## config.mk

```make
export PLATFORM = sky130hd
export DESIGN_NAME = bw_io_impctl_upctl_flat
export DESIGN_NICKNAME = d
export VERILOG_FILES = /design/src/rtl/bw_io_impctl_pkg.sv /design/src/rtl/bw_io_impctl_upctl_if.sv /design/src/rtl/bw_io_impctl_upctl_filt.sv /design/src/rtl/bw_io_impctl_upctl.sv /design/src/flat_wrapper.sv
export SDC_FILE = /design/constraint.sdc
export NUM_CORES = 1
export LEC_CHECK = 0
export ABC_AREA = 1
export BUFFER_PORTS_ARGS = -buffer_cell sky130_fd_sc_hd__buf_4
export CORE_ASPECT_RATIO = 0.5
export CORE_MARGIN = 8
export CORE_UTILIZATION = 24
export DETAILED_ROUTE_END_ITERATION = 10
export REMOVE_ABC_BUFFERS = 1
export SLEW_MARGIN = 40
export SYNTH_ARGS = -nofsm -noshare
export SYNTH_HDL_FRONTEND = slang
export SYNTH_HIERARCHICAL = 1
export SYNTH_SLANG_ARGS = --single-unit
```

## constraint.sdc

```tcl
create_clock -name clk -period 2.6 [get_ports clk]
set_input_delay 0.26 -clock clk [delete_from_list [all_inputs] [get_ports clk]]
set_output_delay 0.26 -clock clk [all_outputs]
set_load 0.005 [all_outputs]
```

## src/rtl/bw_io_impctl_pkg.sv

```systemverilog
// Shared types and default constants for the DTL pull-up impedance calibration sequencer.
// Holds the sequencer state/mode/direction encodings and a small sizing helper.
package bw_io_impctl_pkg;

  typedef enum logic [2:0] {
    ST_IDLE,
    ST_SETTLE,
    ST_STROBE,
    ST_WAIT,
    ST_DECIDE
  } state_e;

  typedef enum logic {
    MODE_SAR,
    MODE_TRACK
  } mode_e;

  typedef enum logic {
    DIR_UP,
    DIR_DN
  } dir_e;

  localparam int DEF_WIDTH   = 8;
  localparam int DEF_SETTLE  = 4;
  localparam int DEF_ABV_LAT = 3;
  localparam int DEF_FILT    = 2;

  function automatic int max2(input int a, input int b);
    return (a > b) ? a : b;
  endfunction

endpackage

```

## src/rtl/bw_io_impctl_upctl_if.sv

```systemverilog
// Sequencer <-> cell/pad-driver bundle: start/above in, pull-up code, strobe and published code out.
// The master modport is the sequencer side; the slave modport is the cell/environment side.
interface bw_io_impctl_upctl_if
  import bw_io_impctl_pkg::*;
#(
  parameter int WIDTH = DEF_WIDTH
);

  logic             start;
  logic             above;
  logic [WIDTH:1]   cbu;
  logic             sclk;
  logic [WIDTH:1]   code_out;
  logic             code_vld;
  logic             sar_done;
  logic             busy;

  modport master (
    input  start,
    input  above,
    output cbu,
    output sclk,
    output code_out,
    output code_vld,
    output sar_done,
    output busy
  );

  modport slave (
    output start,
    output above,
    input  cbu,
    input  sclk,
    input  code_out,
    input  code_vld,
    input  sar_done,
    input  busy
  );

endinterface

```

## src/rtl/bw_io_impctl_upctl_filt.sv

```systemverilog
// Tracking direction filter: counts consecutive same-direction comparator results.
// step_up/step_dn are combinational "this result completes a run" flags; state advances only when en=1.
module bw_io_impctl_upctl_filt
  import bw_io_impctl_pkg::*;
#(
  parameter int FILT = DEF_FILT
) (
  input  logic clk,
  input  logic rst_n,
  input  logic clr,
  input  logic en,
  input  dir_e dir,
  output logic step_up,
  output logic step_dn
);

  localparam int CW = (FILT < 2) ? 1 : $clog2(FILT + 1);

  dir_e          dir_q, dir_d;
  logic [CW-1:0] cnt_q, cnt_d;
  logic [CW-1:0] cnt_inc;
  logic          hit;

  // The stored count never reaches FILT, so the increment cannot wrap.
  assign cnt_inc = (dir == dir_q) ? (cnt_q + 1'b1) : CW'(1);
  assign hit     = (cnt_inc == CW'(FILT));
  assign step_up = hit && (dir == DIR_UP);
  assign step_dn = hit && (dir == DIR_DN);

  always_comb begin
    dir_d = dir_q;
    cnt_d = cnt_q;
    if (clr) begin
      dir_d = DIR_UP;
      cnt_d = '0;
    end else if (en) begin
      dir_d = dir;
      cnt_d = hit ? '0 : cnt_inc;
    end
  end

  always_ff @(posedge clk or negedge rst_n) begin
    if (!rst_n) begin
      dir_q <= DIR_UP;
      cnt_q <= '0;
    end else begin
      dir_q <= dir_d;
      cnt_q <= cnt_d;
    end
  end

endmodule

```

## src/rtl/bw_io_impctl_upctl.sv

```systemverilog
// Pull-up impedance calibration: SAR search then filtered +/-1 tracking, one step per SETTLE+ABV_LAT+2 cycles.
// sar_done/code_out/code_vld register on the edge leaving the last SAR DECIDE; start=0 aborts to IDLE next cycle.
module bw_io_impctl_upctl
  import bw_io_impctl_pkg::*;
#(
  parameter int WIDTH   = DEF_WIDTH,
  parameter int SETTLE  = DEF_SETTLE,
  parameter int ABV_LAT = DEF_ABV_LAT,
  parameter int FILT    = DEF_FILT
) (
  input  logic                  clk,
  input  logic                  global_reset_n,
  bw_io_impctl_upctl_if.master  io
);

  localparam int CNT_MAX = max2(SETTLE, ABV_LAT);
  localparam int CW      = $clog2(CNT_MAX + 1);
  localparam int BW      = $clog2(WIDTH + 1);

  state_e          state_q, state_d;
  mode_e           mode_q, mode_d;
  logic [CW-1:0]   cnt_q, cnt_d;
  logic [BW-1:0]   bit_q, bit_d;
  logic [WIDTH:1]  cbu_q, cbu_d;
  logic [WIDTH:1]  code_q, code_d;
  logic            vld_q, vld_d;
  logic            done_q, done_d;
  logic            sclk_q, sclk_d;
  logic            busy_q, busy_d;
  logic            pub_q, pub_d;

  logic            filt_en;
  logic            filt_clr;
  logic            step_up;
  logic            step_dn;
  dir_e            cur_dir;

  assign cur_dir = io.above ? DIR_DN : DIR_UP;

  bw_io_impctl_upctl_filt #(
    .FILT (FILT)
  ) u_filt (
    .clk     (clk),
    .rst_n   (global_reset_n),
    .clr     (filt_clr),
    .en      (filt_en),
    .dir     (cur_dir),
    .step_up (step_up),
    .step_dn (step_dn)
  );

  always_comb begin
    state_d  = state_q;
    mode_d   = mode_q;
    cnt_d    = cnt_q;
    bit_d    = bit_q;
    cbu_d    = cbu_q;
    code_d   = code_q;
    vld_d    = vld_q;
    done_d   = 1'b0;
    sclk_d   = 1'b0;
    pub_d    = 1'b0;
    filt_en  = 1'b0;
    filt_clr = 1'b0;

    // A tracking step publishes the new code one cycle after cbu moves.
    if (pub_q) begin
      code_d = cbu_q;
    end

    if ((state_q != ST_IDLE) && !io.start) begin
      state_d  = ST_IDLE;
      cnt_d    = '0;
      mode_d   = MODE_SAR;
      filt_clr = 1'b1;
    end else begin
      case (state_q)
        ST_IDLE: begin
          if (io.start) begin
            state_d       = ST_SETTLE;
            cnt_d         = CW'(SETTLE - 1);
            cbu_d         = '0;
            cbu_d[WIDTH]  = 1'b1;
            bit_d         = BW'(WIDTH);
            mode_d        = MODE_SAR;
          end
        end

        ST_SETTLE: begin
          if (cnt_q == '0) begin
            state_d = ST_STROBE;
            sclk_d  = 1'b1;
          end else begin
            cnt_d = cnt_q - 1'b1;
          end
        end

        ST_STROBE: begin
          state_d = ST_WAIT;
          cnt_d   = CW'(ABV_LAT - 1);
        end

        ST_WAIT: begin
          if (cnt_q == '0) begin
            state_d = ST_DECIDE;
          end else begin
            cnt_d = cnt_q - 1'b1;
          end
        end

        ST_DECIDE: begin
          state_d = ST_SETTLE;
          cnt_d   = CW'(SETTLE - 1);
          if (mode_q == MODE_SAR) begin
            if (io.above) begin
              cbu_d[bit_q] = 1'b0;
            end
            if (bit_q > BW'(1)) begin
              cbu_d[bit_q - BW'(1)] = 1'b1;
              bit_d                 = bit_q - BW'(1);
            end else begin
              code_d = cbu_d;
              vld_d  = 1'b1;
              done_d = 1'b1;
              mode_d = MODE_TRACK;
            end
          end else begin
            filt_en = 1'b1;
            // At the rails the step is swallowed but the filter still clears.
            if (step_up && (cbu_q != '1)) begin
              cbu_d = cbu_q + 1'b1;
              pub_d = 1'b1;
            end else if (step_dn && (cbu_q != '0)) begin
              cbu_d = cbu_q - 1'b1;
              pub_d = 1'b1;
            end
          end
        end

        default: begin
          state_d = ST_IDLE;
        end
      endcase
    end

    busy_d = (state_d != ST_IDLE);
  end

  always_ff @(posedge clk or negedge global_reset_n) begin
    if (!global_reset_n) begin
      state_q <= ST_IDLE;
      mode_q  <= MODE_SAR;
      cnt_q   <= '0;
      bit_q   <= BW'(WIDTH);
      cbu_q   <= '0;
      code_q  <= '0;
      vld_q   <= 1'b0;
      done_q  <= 1'b0;
      sclk_q  <= 1'b0;
      busy_q  <= 1'b0;
      pub_q   <= 1'b0;
    end else begin
      state_q <= state_d;
      mode_q  <= mode_d;
      cnt_q   <= cnt_d;
      bit_q   <= bit_d;
      cbu_q   <= cbu_d;
      code_q  <= code_d;
      vld_q   <= vld_d;
      done_q  <= done_d;
      sclk_q  <= sclk_d;
      busy_q  <= busy_d;
      pub_q   <= pub_d;
    end
  end

  assign io.cbu      = cbu_q;
  assign io.sclk     = sclk_q;
  assign io.code_out = code_q;
  assign io.code_vld = vld_q;
  assign io.sar_done = done_q;
  assign io.busy     = busy_q;

endmodule

```

## src/flat_wrapper.sv

```systemverilog
// flat-port wrapper written by rule: the top's interface ports become plain ports
module bw_io_impctl_upctl_flat import bw_io_impctl_pkg::*;
#(
  parameter int WIDTH   = DEF_WIDTH,
  parameter int SETTLE  = DEF_SETTLE,
  parameter int ABV_LAT = DEF_ABV_LAT,
  parameter int FILT    = DEF_FILT
)
  (clk, global_reset_n, io_start, io_above, io_cbu, io_sclk, io_code_out, io_code_vld, io_sar_done, io_busy);
  bw_io_impctl_upctl_if #(.WIDTH(WIDTH)) io_i ();
  input  logic clk;
  input  logic global_reset_n;
  input wire logic [$bits(io_i.start)-1:0] io_start;
  input wire logic [$bits(io_i.above)-1:0] io_above;
  output wire logic [$bits(io_i.cbu)-1:0] io_cbu;
  output wire logic [$bits(io_i.sclk)-1:0] io_sclk;
  output wire logic [$bits(io_i.code_out)-1:0] io_code_out;
  output wire logic [$bits(io_i.code_vld)-1:0] io_code_vld;
  output wire logic [$bits(io_i.sar_done)-1:0] io_sar_done;
  output wire logic [$bits(io_i.busy)-1:0] io_busy;
  assign io_i.start = io_start;
  assign io_i.above = io_above;
  assign io_cbu = io_i.cbu;
  assign io_sclk = io_i.sclk;
  assign io_code_out = io_i.code_out;
  assign io_code_vld = io_i.code_vld;
  assign io_sar_done = io_i.sar_done;
  assign io_busy = io_i.busy;
  bw_io_impctl_upctl #(.WIDTH(WIDTH), .SETTLE(SETTLE), .ABV_LAT(ABV_LAT), .FILT(FILT)) u_core (.clk(clk), .global_reset_n(global_reset_n), .io(io_i));
endmodule
```

* Word level (Yosys, flattened, before mapping)
Index checks and enable logic that the tools add are counted.
** Word-level totals
- Memory bits (read-only) :: 0
- Latch bits :: 0
- Register bits :: 35
- Bits in writable memories :: 0
- Memories kept :: 0
- Bits of input ports :: 4
** Cells by class
- $mul :: 0
- Bitwise logic cells :: 7
- Reductions and logical operators :: 23
- Shifts and indexed selects :: 0
- $add $sub $neg :: 5
- Order comparisons :: 5
- Equal/unequal tests :: 13
- Div/mod/pow operators :: 0
- Mux-type cells :: 59
** Operator list (number)
- $mux 8 :: 14
- $mux 1 :: 24
- $mux 3 :: 7
- $pmux 8 s2 :: 1
- $pmux 3 s5 :: 1
- $mux 4 :: 3
- $pmux 3 s4 :: 1
- $lt 4x5->1 const B :: 2
- $reduce_bool 3->1 :: 3
- $add 8x1->8 const B :: 1
- $and 8x8->8 :: 1
- $demux 1 s4 :: 2
- $ge 4x1->1 const B :: 2
- $mux 2 :: 4
- $ne 8x8->1 const B :: 1
- $not 8->8 :: 1
- $or 8x8->8 :: 1
- $pmux 4 s2 :: 1
- $reduce_and 4->1 :: 2
- $reduce_bool 8->1 :: 1
- $sub 8x1->8 const B :: 1
- $logic_and 1x1->1 :: 7
- $eq 3x2->1 const B :: 2
- $logic_not 3->1 :: 2
- 21 further kinds :: 27

* Depth between registers and ports, before layout
- Word-level depth :: 14
- Depth in mapped cells :: 14
- Gate-level depth less buffers :: 14

* By module
The synthesis kept the hierarchy.
** Modules (own cells, without submodules)
- bw_io_impctl_upctl :: area each 2210.9 um^2, seq. area each 802.0 um^2, instances 1, cells each 301
- bw_io_impctl_upctl_filt :: area each 178.9 um^2, seq. area each 75.1 um^2, instances 1, cells each 29

* Least setup slack after synthesis
OpenSTA, ideal clock, no wires.
- Kind :: reg2reg
- Start point :: reg u_core.u_filt.cnt_q[1]
- End point :: reg u_core.cbu_q (netlist bit u_core/io.cbu[4])
- Period minus slack after synthesis :: 2.043 ns
- Path slack :: 0.557 ns
- Cell stages (with the launch flop) :: 14
- Data arrival time :: 1.927 ns
- Path buffers :: 0
- Cell sequence :: dfrtp_1 -> inv_1 -> nand2_1 -> nor3_1 -> nand2_2 -> ha_1 -> or2_2 -> nand2_1 -> xor2_1 -> nand2_1 -> nand2_1 -> nor2_1 -> nand2_1 -> nand2_1
** Between the ends
- Longest elaborated chain between the ends :: 8
** RTL lines
- start: declaration :: RTL line bw_io_impctl_upctl_filt.sv:20 : logic [CW-1:0] cnt_q, cnt_d;
- start signal: assignment :: RTL line bw_io_impctl_upctl_filt.sv:48 : cnt_q <= cnt_d;
- $add 2x1->2 * :: RTL line bw_io_impctl_upctl_filt.sv:25 : assign cnt_inc = (dir == dir_q) ? (cnt_q + 1'b1) : CW'(1);
- $mux 2 * :: RTL line bw_io_impctl_upctl_filt.sv:25
- $eq 2x2->1 * :: RTL line bw_io_impctl_upctl_filt.sv:26 : assign hit = (cnt_inc == CW'(FILT));
- $logic_and 1x1->1 * :: RTL line bw_io_impctl_upctl_filt.sv:27 : assign step_up = hit && (dir == DIR_UP);
- net u_core.step_up :: RTL line bw_io_impctl_upctl.sv:34 : logic step_up;
- $logic_and 1x1->1 * :: RTL line bw_io_impctl_upctl.sv:130 : if (step_up && (cbu_q != '1)) begin
- $mux 8 :: RTL line bw_io_impctl_upctl.sv:130
- $mux 8 :: RTL line bw_io_impctl_upctl.sv:114 : if (mode_q == MODE_SAR) begin
- $pmux 8 s2 :: RTL line bw_io_impctl_upctl.sv:77 : case (state_q)
- end signal: assignment :: RTL line bw_io_impctl_upctl.sv:167 : cbu_q <= cbu_d;
- end: declaration :: RTL line bw_io_impctl_upctl.sv:24 : logic [WIDTH:1] cbu_q, cbu_d;
Mark *: on every way through the listed nets, which the timed path passes. The rest lies on a longest branch.
A chain may end at the register's enable or synchronous reset.

* Worst setup path in the final report
- Start point :: reg u_core.cbu_q (netlist bit u_core/io.cbu[6])
- End point :: reg u_core.cbu_q (netlist bit u_core/io.cbu[7])
** Between the ends
- Longest elaborated chain between the ends :: 5
** RTL lines (RTL line)
- $sub 8x1->8 / $ne 8x8->1 (equally long branches) :: bw_io_impctl_upctl.sv:134, bw_io_impctl_upctl.sv:130
- $mux 8 / $logic_and 1x1->1 (equally long branches) :: bw_io_impctl_upctl.sv:133, bw_io_impctl_upctl.sv:130
- $mux 8 :: bw_io_impctl_upctl.sv:130
- $mux 8 :: bw_io_impctl_upctl.sv:114
- $pmux 8 s2 :: bw_io_impctl_upctl.sv:77
Parallel ways exist; a longest one is shown, timed or not. The select of a mux whose other input is x is not followed.

==> results.md <==
- Status: finished clean
- Clk slew on worst S/H paths: 60 ps
- Relative slew margins: 69.2%
- Crit path DAT: 2520 ps
- Floorplan row count: 25
- VDD IR-drop max: 293 uV
- Slew Limit Fails: 0
- Clock period minus worst slack: 2340 ps
- Mean post-synth cell area: 7.24 um^2
- CTS Buf Count: 5
- Initial core utilization: 25.0%
- Routed len/inst: 12.4 um
- Worst Tran Pin Value: 462 ps
- Clock skew: 4.96 ps
- CTS tree: yes
- Final wirelength: 6.19 mm
- Pwr dens: 672 nW/um^2
- Largest net degree at the start of global routing: 36
- Setup CP Type: flip-flop to flip-flop
- Non-Filler Instances: 499
- Met2 usage: 16.0%
- Placed Cells: 491
- Die Area: 13,600 um^2
- Drt pass-1 iters: 4
- Core area: 9570 um^2
- Syn Inst Count: 330
- First-pass GRT wire length: 10.4 mm
- Met1 global-route usage: 12.0%
- Largest stage delay, worst path: 500 ps
- Buf+Inv Stages, Crit Path: 1
- Hold Slack: 294 ps
- Worst path cell trace: nand2_1, nor2_1, nand2_1, nand2_2, inv_1, fa_1, o21ai_0, nand2_1, a21oi_1, nor2_1, o21ai_0
- Vias post-DR: 2,266
- Max frequency: 0.428 GHz
- # clock sinks: 35
- DR iter-0 viols: 184
- Routing usage on met3: 1.39%
- RSZ-0062 raised after global routing: no
- Via density: 4.54
- PortBufs: 23
- Hold Fails Final Rpt: 0
- Clk_lat worst skew: 270 ps
- Post-synth top area share: 35.6%
- Max Cap Viol: 0
- Cell Area, Synth: 2390 um^2
- GRT Residual Overflow: 0
- Distinct cells, synth: 34
- Seq/Total Area, Yosys: 36.7%
- Commonest non-fill, non-tap cell in the layout: nand2_1
- DP HPWL: 4.65 mm
- H-tree levels: 2
- Crit path max-delay cell type: dfrtp_1
- Worst EP required: 2780 ps
- Worst min-delay path category: input pin to flip-flop
- CTS root buffer: clkbuf_16
- Ports: 24
- Critical Path Fanout Max: 10
- P_leak: 1.44 nW
- Commonest cells after routing, fill and taps aside: nand2_1 (88), inv_1 (43), dfrtp_1 (34), nor2_1 (31)
- ANT nets after route: 0
- Post-Route Setup TNS: 0 ps
- Vias in the first global route: 2,126
- Crit. End Element: flip-flop
- Synth Register Bits: 35
- Ys flop type: dfrtp_1
- Nets@finish: 382
- Setup-failing EPs final: 0
- Gr busiest metal: met2
- Worst setup SP type: flip-flop
- Clk buf depth: 2
- Largest area contributor in the netlist: dfrtp_1
- Die Y: 86.6 um
- GPL Wtd Cong: 0.925
- Die W: 157 um
- Diodes inserted: 0
- Residual DRC: 0
- Post-synth EDFFs: 0
- Initial antenna violation count: 0
- CP most frequent cell: nand2_1
- Share of layout cells above drive strength 1: 16.8%
- CP top delay family: simple AND/OR/NAND/NOR gates
- Top cells by area, synth: dfrtp_1 (36%), nand2_1 (14%), ha_1 (6.8%), inv_1 (6.8%), nand3_1 (6.1%)
- Tot GR Track Use: 9.42%
- Final period util: 89.9%
- Yosys warnings: 6
- Ys async rst share: 100%
- P&R area growth vs syn: 22.0%
[path summary, 6_finish.rpt]
kind | start | to | slack [ps] | depth (start not counted)
max | u_core/io.cbu[6]$_DFFE_PN0P_ | u_core/io.cbu[7]$_DFFE_PN0P_ | 260 | 11
min | io_start | u_core/io.busy$_DFF_PN0_ | 290 | 3
max reg2reg | u_core/io.cbu[6]$_DFFE_PN0P_ | u_core/io.cbu[7]$_DFFE_PN0P_ | 260 | 11
min reg2reg | u_core/io.code_vld$_DFFE_PN0P_ | u_core/io.code_vld$_DFFE_PN0P_ | 480 | 1
max in group asynchronous | global_reset_n | u_core/bit_q[3]$_DFFE_PN1P_ | 1770 | 2
min in group asynchronous | global_reset_n | u_core/u_filt/dir_q$_DFFE_PN0P_ | 490 | 2
[per-stage QoR]
step	setup slack, ps	utilization [%]	area (um^2)	power [mW]
2_1_floorplan	552	-	2370	1.16
3_3_place_gp	322	28.8	2760	1.37
3_5_place_dp	243	28.8	2760	1.38
4_1_cts	228	30.4	2910	1.97
5_1_grt	1.76	30.5	2920	2.10
6_report	262	30.5	2920	1.96
[per-layer routing]
layer  up-vias  part of all wire (%)
li1       1144                     -
met1      1060                    47
met2        58                    47
met3         4                   4.6
met4         0                  0.95
met5         -                     0
[timing repair]
item | 4_1_cts | 5_1_grt
buffers inserted | 0 | 0
endpoints found under the hold margin | 34 | 0
resized for setup | 0 | 1
hold buffers | 1 | 0
endpoints found under the setup margin | 0 | 1
[worst min-delay path, stage by stage]
cell,delay [ps]
buf_4,120
nand2_1,90
inv_1,60
[report_power, final]
| group | switching, mW | leakage [nW] | internal [mW] |
|---|---|---|---|
| combinational | 0.413 | 0.919 | 0.233 |
| clock | 0.213 | 0.0727 | 0.374 |
| sequential | 0.0828 | 0.444 | 0.644 |
| total | 0.708 | 1.44 | 1.25 |
[synthesized netlist by cell type, drive strengths merged (4+ instances only)]
library cell	instances
nand4	4
a31oi	4
dfrtp	34
inv	48
a21oi	14
nor2	34
nand2	92
o21ai	31
ha	13
nand3	30
or2	5
o211ai	4
[cells by family after synthesis]
logic type / share of synthesized area (%)
AOI/OAI and AO/OA: 13.9
xor gates and xnor gates: 0.733
adders and majority gates: 7.64
buffers and inverters: 8.48
DFF: 36.7
muxes: 0.838
and+or+nand+nor: 31.7
[registers in the layout, summed over array words and instances, names as in the netlist]
register	flops
u_core/io.cbu	8
u_core/io.code_out	8
u_core/bit_q	4
u_core/cnt_q	3
u_core/state_q	3
u_core/u_filt/cnt_q	2
u_core/io.busy	1
u_core/io.code_vld	1
u_core/io.sar_done	1
u_core/io.sclk	1
u_core/mode_q	1
u_core/pub_q	1
u_core/u_filt/dir_q	1
[final cells by class]
cell class / instances / area [um^2]
well taps: 135 / 169
inverters: 48 / 183
clock buffers: 6 / 139
clock inverters: 1 / 5.00
repair buffers: 30 / 228
multi-input cells: 244 / 1320
flip-flops and latches: 35 / 877
fillers: 1043 / 6660
Note: power is estimated with default switching activity, not from simulation.
